`src/rtl/mem_bus_responder.sv`:
```
// Data-memory responder: one valid/ready request, WAIT_CYCLES wait states, then access and response.
// Optional MEM_BUS_RESP_MISALIGN_TRAP_EN turns misaligned half/word accesses into errors.
module mem_bus_responder #(
    parameter int DEPTH       = 64,
    parameter int WAIT_CYCLES = 2,
    parameter int ADDR_W      = 32
) (
    input  logic              clk_in,
    input  logic              rst_in,
    input  logic              req_valid,
    output logic              req_ready,
    input  logic              req_we,
    input  logic [1:0]        req_size,
    input  logic              req_unsigned,
    input  logic [ADDR_W-1:0] req_addr,
    input  logic [31:0]       req_wdata,
    output logic              resp_valid,
    input  logic              resp_ready,
    output logic [31:0]       resp_rdata,
    output logic              resp_err
);

    localparam int IDX_W = (DEPTH > 1) ? $clog2(DEPTH) : 1;
    localparam int CNT_W = (WAIT_CYCLES > 1) ? $clog2(WAIT_CYCLES) : 1;
    localparam logic [CNT_W-1:0] CNT_LAST = CNT_W'((WAIT_CYCLES > 0) ? WAIT_CYCLES - 1 : 0);

    localparam logic [1:0] SZ_BYTE = 2'b00;
    localparam logic [1:0] SZ_HALF = 2'b01;
    localparam logic [1:0] SZ_WORD = 2'b10;
    localparam logic [1:0] SZ_RSVD = 2'b11;

    typedef enum logic [1:0] {
        S_IDLE,
        S_WAIT,
        S_RESP
    } state_t;

    state_t             state;
    logic [CNT_W-1:0]   wait_cnt;

    logic               cap_we;
    logic [1:0]         cap_size;
    logic               cap_unsigned;
    logic [ADDR_W-1:0]  cap_addr;
    logic [31:0]        cap_wdata;

    logic               a_we;
    logic [1:0]         a_size;
    logic               a_unsigned;
    logic [ADDR_W-1:0]  a_addr;
    logic [31:0]        a_wdata;

    logic               access;
    logic               acc_err;
    logic               mem_we;
    logic [1:0]         lane_off;
    logic [IDX_W-1:0]   idx;
    logic [3:0]         byte_en;
    logic [31:0]        lane_wdata;
    logic [31:0]        shifted;
    logic [31:0]        load_ext;

    logic [31:0]        mem [DEPTH];

    assign req_ready = (state == S_IDLE) && !rst_in;

    // With zero wait states the access happens on the accept edge, so it must use the live request.
    always_comb begin
        a_we       = cap_we;
        a_size     = cap_size;
        a_unsigned = cap_unsigned;
        a_addr     = cap_addr;
        a_wdata    = cap_wdata;
        if (state == S_IDLE) begin
            a_we       = req_we;
            a_size     = req_size;
            a_unsigned = req_unsigned;
            a_addr     = req_addr;
            a_wdata    = req_wdata;
        end

        access = !rst_in &&
                 (((state == S_IDLE) && req_valid && (WAIT_CYCLES == 0)) ||
                  ((state == S_WAIT) && (wait_cnt == CNT_LAST)));

`ifdef MEM_BUS_RESP_MISALIGN_TRAP_EN
        acc_err = (a_size == SZ_RSVD) ||
                  ((a_size == SZ_HALF) && a_addr[0]) ||
                  ((a_size == SZ_WORD) && (a_addr[1:0] != 2'b00));
`else
        acc_err = (a_size == SZ_RSVD);
`endif

        // Misaligned halves/words are force-aligned; with the trap enabled they never reach the array.
        case (a_size)
            SZ_HALF: lane_off = {a_addr[1], 1'b0};
            SZ_WORD: lane_off = 2'b00;
            default: lane_off = a_addr[1:0];
        endcase

        idx = IDX_W'((a_addr >> 2) % ADDR_W'(DEPTH));

        case (a_size)
            SZ_BYTE: begin
                byte_en    = 4'b0001 << lane_off;
                lane_wdata = {4{a_wdata[7:0]}};
            end
            SZ_HALF: begin
                byte_en    = 4'b0011 << lane_off;
                lane_wdata = {2{a_wdata[15:0]}};
            end
            SZ_WORD: begin
                byte_en    = 4'b1111;
                lane_wdata = a_wdata;
            end
            default: begin
                byte_en    = 4'b0000;
                lane_wdata = a_wdata;
            end
        endcase

        shifted = mem[idx] >> {lane_off, 3'b000};

        case (a_size)
            SZ_BYTE: load_ext = a_unsigned ? {24'h0, shifted[7:0]}
                                           : {{24{shifted[7]}}, shifted[7:0]};
            SZ_HALF: load_ext = a_unsigned ? {16'h0, shifted[15:0]}
                                           : {{16{shifted[15]}}, shifted[15:0]};
            default: load_ext = shifted;
        endcase

        mem_we = access && a_we && !acc_err;
    end

    // NOTE: the word array has no reset; contents survive rst_in and it maps onto plain RAM.
    always_ff @(posedge clk_in) begin
        if (mem_we) begin
            for (int i = 0; i < 4; i++) begin
                if (byte_en[i]) begin
                    mem[idx][8*i +: 8] <= lane_wdata[8*i +: 8];
                end
            end
        end
    end

    always_ff @(posedge clk_in) begin
        if (rst_in) begin
            state      <= S_IDLE;
            wait_cnt   <= '0;
            resp_valid <= 1'b0;
            resp_rdata <= 32'h0;
            resp_err   <= 1'b0;
        end else begin
            case (state)
                S_IDLE: begin
                    if (req_valid) begin
                        cap_we       <= req_we;
                        cap_size     <= req_size;
                        cap_unsigned <= req_unsigned;
                        cap_addr     <= req_addr;
                        cap_wdata    <= req_wdata;
                        wait_cnt     <= '0;
                        state        <= (WAIT_CYCLES == 0) ? S_RESP : S_WAIT;
                    end
                end
                S_WAIT: begin
                    if (wait_cnt == CNT_LAST) begin
                        wait_cnt <= '0;
                        state    <= S_RESP;
                    end else begin
                        wait_cnt <= wait_cnt + 1'b1;
                    end
                end
                S_RESP: begin
                    if (resp_ready) begin
                        state      <= S_IDLE;
                        resp_valid <= 1'b0;
                        resp_rdata <= 32'h0;
                        resp_err   <= 1'b0;
                    end
                end
                default: state <= S_IDLE;
            endcase

            // Response fields are loaded once on entry to RESP and then held until the handshake.
            if (access) begin
                resp_valid <= 1'b1;
                resp_err   <= acc_err;
                resp_rdata <= (a_we || acc_err) ? 32'h0 : load_ext;
            end
        end
    end

endmodule

```
`config.mk`:
```
export PLATFORM = sky130hd
export DESIGN_NAME = mem_bus_responder
export DESIGN_NICKNAME = d
export VERILOG_FILES = /design/src/rtl/mem_bus_responder.sv
export SDC_FILE = /design/constraint.sdc
export NUM_CORES = 2
export LEC_CHECK = 0
export ABC_CLOCK_PERIOD_IN_PS = 6540
export CORE_UTILIZATION = 45
export DETAILED_ROUTE_END_ITERATION = 12
export DONT_BUFFER_PORTS = 1
export SYNTH_ARGS = -nofsm -noshare
export SYNTH_HDL_FRONTEND = slang
export SYNTH_SLANG_ARGS = --single-unit
export TNS_END_PERCENT = 1
```
`constraint.sdc`:
```
create_clock -name clk_in -period 6.54 [get_ports clk_in]
set_clock_uncertainty 0.15 [all_clocks]
set_input_delay 0.981 -clock clk_in [delete_from_list [all_inputs] [get_ports clk_in]]
set_output_delay 0.981 -clock clk_in [all_outputs]
set_load 0.02 [all_outputs]
```
==> impl_metrics.json <==
{
  "cts_resized": 0,
  "fin_total_pwr_mw": 31.2,
  "num_vias": 52700,
  "synth_common_cells": "edfxtp_1, o22ai_1, nand2_1",
  "syn_area_um2": 82000,
  "slowest_delay_ns": 1.24,
  "via_per_inst": 6.47,
  "grt_pass1_vias": 50300,
  "grt.met2_usage": 0.441,
  "postCtsSetupBuffers": 0,
  "netlist_instances": 5388,
  "design.core.area_um2": 181000,
  "die_area_um2": 184000,
  "cts_hold_buf": 0,
  "met3_usage": 0.0557,
  "fin_nets": 5669,
  "worstPathMaxFanout": 52,
  "yosysTopAreaCell": "edfxtp_1",
  "tritoncts": "done",
  "track_usage": 0.284,
  "synthArstFlopShare": 0,
  "setup_viol": 0,
  "finalWirelength_mm": 266,
  "grt_pass1_wl_mm": 376,
  "antenna_found_initial": 5,
  "clock_path_buffers": 3,
  "cts_sinks": 2129,
  "row_count": 156,
  "cap_viol_max_count": 1,
  "cts_buffers": 210,
  "synth_ff_type": "edfxtp_1",
  "die_w_um": 429,
  "synth-edff-count": 2092,
  "critPathKind": "reg -> reg",
  "slew_viol_final": 9,
  "finalCritPeriodShare": 0.838,
  "syn_to_final_growth_pct": 14.2,
  "dp_hpwl_mm": 163,
  "setup_tns_ns": 0,
  "max_slew_margin": -0.0263,
  "ys_warn_count": 0,
  "crit_chain": "or2_2 > nand2_1 > nand2_1 > buf_4 > inv_1 > ha_1 > buf_4 > inv_1 > a21oi_1 > nand2_1 > nand2_1 > o21ai_4 > buf_12 > nor3_1",
  "crit_path_end_kind": "flop",
  "port_buffers": 0,
  "place_congestion": 0.907,
  "wl_per_cell_um": 32.6,
  "syn_area_per_cell_um2": 15.2,
  "synth_seq_cells": 2129,
  "path_buf_inv": 5,
  "grt_use_met1": 0.392,
  "worstSetupStartpoint": "state[1]",
  "synth_area_leaders": "edfxtp_1, o22ai_1, nand2_1",
  "floorplan.initialDensity": 0.453,
  "clock.fmax_mhz": 182,
  "dr.pass1.iters": 7,
  "rsz0062_at_grt": "no",
  "synth_top_area_share": 0.766,
  "grt_max_degree": 88,
  "synth_most_common_cell": "edfxtp_1",
  "clk_pin_slew_ns": 0.06,
  "ant_nets": 0,
  "ys_types": 87,
  "critPathMostFrequentCell": "nand2_1",
  "violations": "max-capacitance violations, max-slew violations",
  "drtIter0Drc": 7407,
  "overflow": 0,
  "busiest_layer": "met2",
  "critPathLaunchType": "flop",
  "leakage_nw": 29.8,
  "cp_data_required_time_ns": 6.83,
  "reg2reg_from": "state[1]",
  "ff2ff_path_depth": 14,
  "hold_viol_final": 0,
  "p_per_area_nw_per_um2": 333,
  "clkLatencyLatePin_ns": 0.90,
  "rr_endpoint": "mem[22][17]",
  "syn_nets": 5463,
  "drive_gt1_frac": 0.136,
  "drc_errors": 0,
  "die_height_um": 429,
  "hp-class": "in -> reg",
  "synth_sequential_area_ratio": 0.776,
  "crit_family": "simple AND/OR/NAND/NOR gates",
  "cp-endpoint": "mem[22][17]",
  "worst_ir_drop_vdd_mv": 0.308,
  "cp.depth": 14,
  "cts-root-buf": "clkbuf_16",
  "tightest_slew_ns": 1.53,
  "status": "finished, violations left",
  "hp-start": "req_wdata[17]",
  "r2r_slack_ns": 1.06,
  "io_pins": 107,
  "min_period_ns": 5.48,
  "cts-htree-levels": 4,
  "cp_slowest_cell": "nor3_1",
  "cp.arrival_ns": 5.77
}
[area by class of cell]
| type | count | area (um2) |
|---|---|---|
| fillers | 14800 | 87100 |
| flip-flops and latches | 2129 | 63600 |
| multi-input cells | 2839 | 16900 |
| clock buffers | 266 | 5510 |
| repair buffers | 395 | 3410 |
| well taps | 2370 | 2970 |
| clock inverters | 120 | 1200 |
| inverters | 19 | 71.3 |
| diodes | 5 | 12.5 |
[flip-flops by register name (all words and copies together), names as in the netlist]
register and flops:
cap_addr 8, cap_size 2, cap_unsigned 1, cap_wdata 32
cap_we 1, mem 2048, resp_err 1, resp_rdata 32
resp_valid 1, state 2, wait_cnt 1
[cells by family after synthesis]
family / Yosys count / share of synthesized area
AOI/OAI and AO/OA: 1362 / 0.112
muxes: 87 / 0.0110
buffers and inverters: 420 / 0.0254
and+or+nand+nor: 1387 / 0.0759
adders and majority gates: 3 / 0.000458
DFF: 2129 / 0.776
[where the power goes]
group | total [mW] | internal (mW) | leakage (nW) | switching, mW
registers | 15.7 | 15.6 | 19.2 | 0.0226
clock network | 11.8 | 6.51 | 3.24 | 5.29
logic | 3.71 | 0.811 | 7.36 | 2.90
total | 31.2 | 23.0 | 29.8 | 8.21
[worst min-delay path by stage]
stage                endpoint  slack [ns]  cells after the start
3_3_place_gp   resp_rdata[17]        0.40                      2
6_report        cap_wdata[17]        0.06                      0
4_1_cts         cap_wdata[22]        0.01                      0
5_1_grt         cap_wdata[22]        0.03                      0
2_1_floorplan  resp_rdata[18]        0.37                      2
3_5_place_dp   resp_rdata[28]        0.41                      2
[per-layer routing]
| metal | vias up | wire [um] |
|---|---|---|
| met5 | - | 0 |
| li1 | 22000 | - |
| met4 | 0 | 12800 |
| met1 | 27000 | 103000 |
| met3 | 546 | 28100 |
| met2 | 3132 | 122000 |
[metrics by stage]
stage               cell area, um2   util  instances  setup WS [ns]  hold WS (ns)
floorplan                    82000      -       5388           1.26         0.375
global placement             86900  0.481       7749           1.15         0.397
detailed placement           86900  0.481       7749           1.10         0.411
CTS                          93600  0.518       8135           1.22        0.0115
global route                 93600  0.518       8138          0.966        0.0279
finish                       93600  0.518       8143           1.06        0.0600
[worst reg2reg max path, cell delays in order, from the launching register on]
cell	delay [ns]
dfxtp_1	0.31
or2_2	0.59
nand2_1	0.19
nand2_1	0.06
buf_4	0.19
inv_1	0.09
ha_1	0.15
buf_4	0.22
inv_1	0.24
a21oi_1	0.66
nand2_1	0.28
nand2_1	0.20
o21ai_4	0.16
buf_12	0.32
nor3_1	1.28
[placed cells by master, fill, tap and decap left out, types with 75 or more instances in the layout]
master / count
o21ai_0: 114
nand2_1: 517
nor2_1: 280
nor3_1: 283
a211oi_1: 80
and3_1: 77
nand3_1: 75
edfxtp_1: 2092
mux2i_1: 82
a21oi_1: 166
buf_4: 357
clkbuf_16: 211
o22ai_1: 555
No activity file was read; power rests on OpenSTA's default activity.
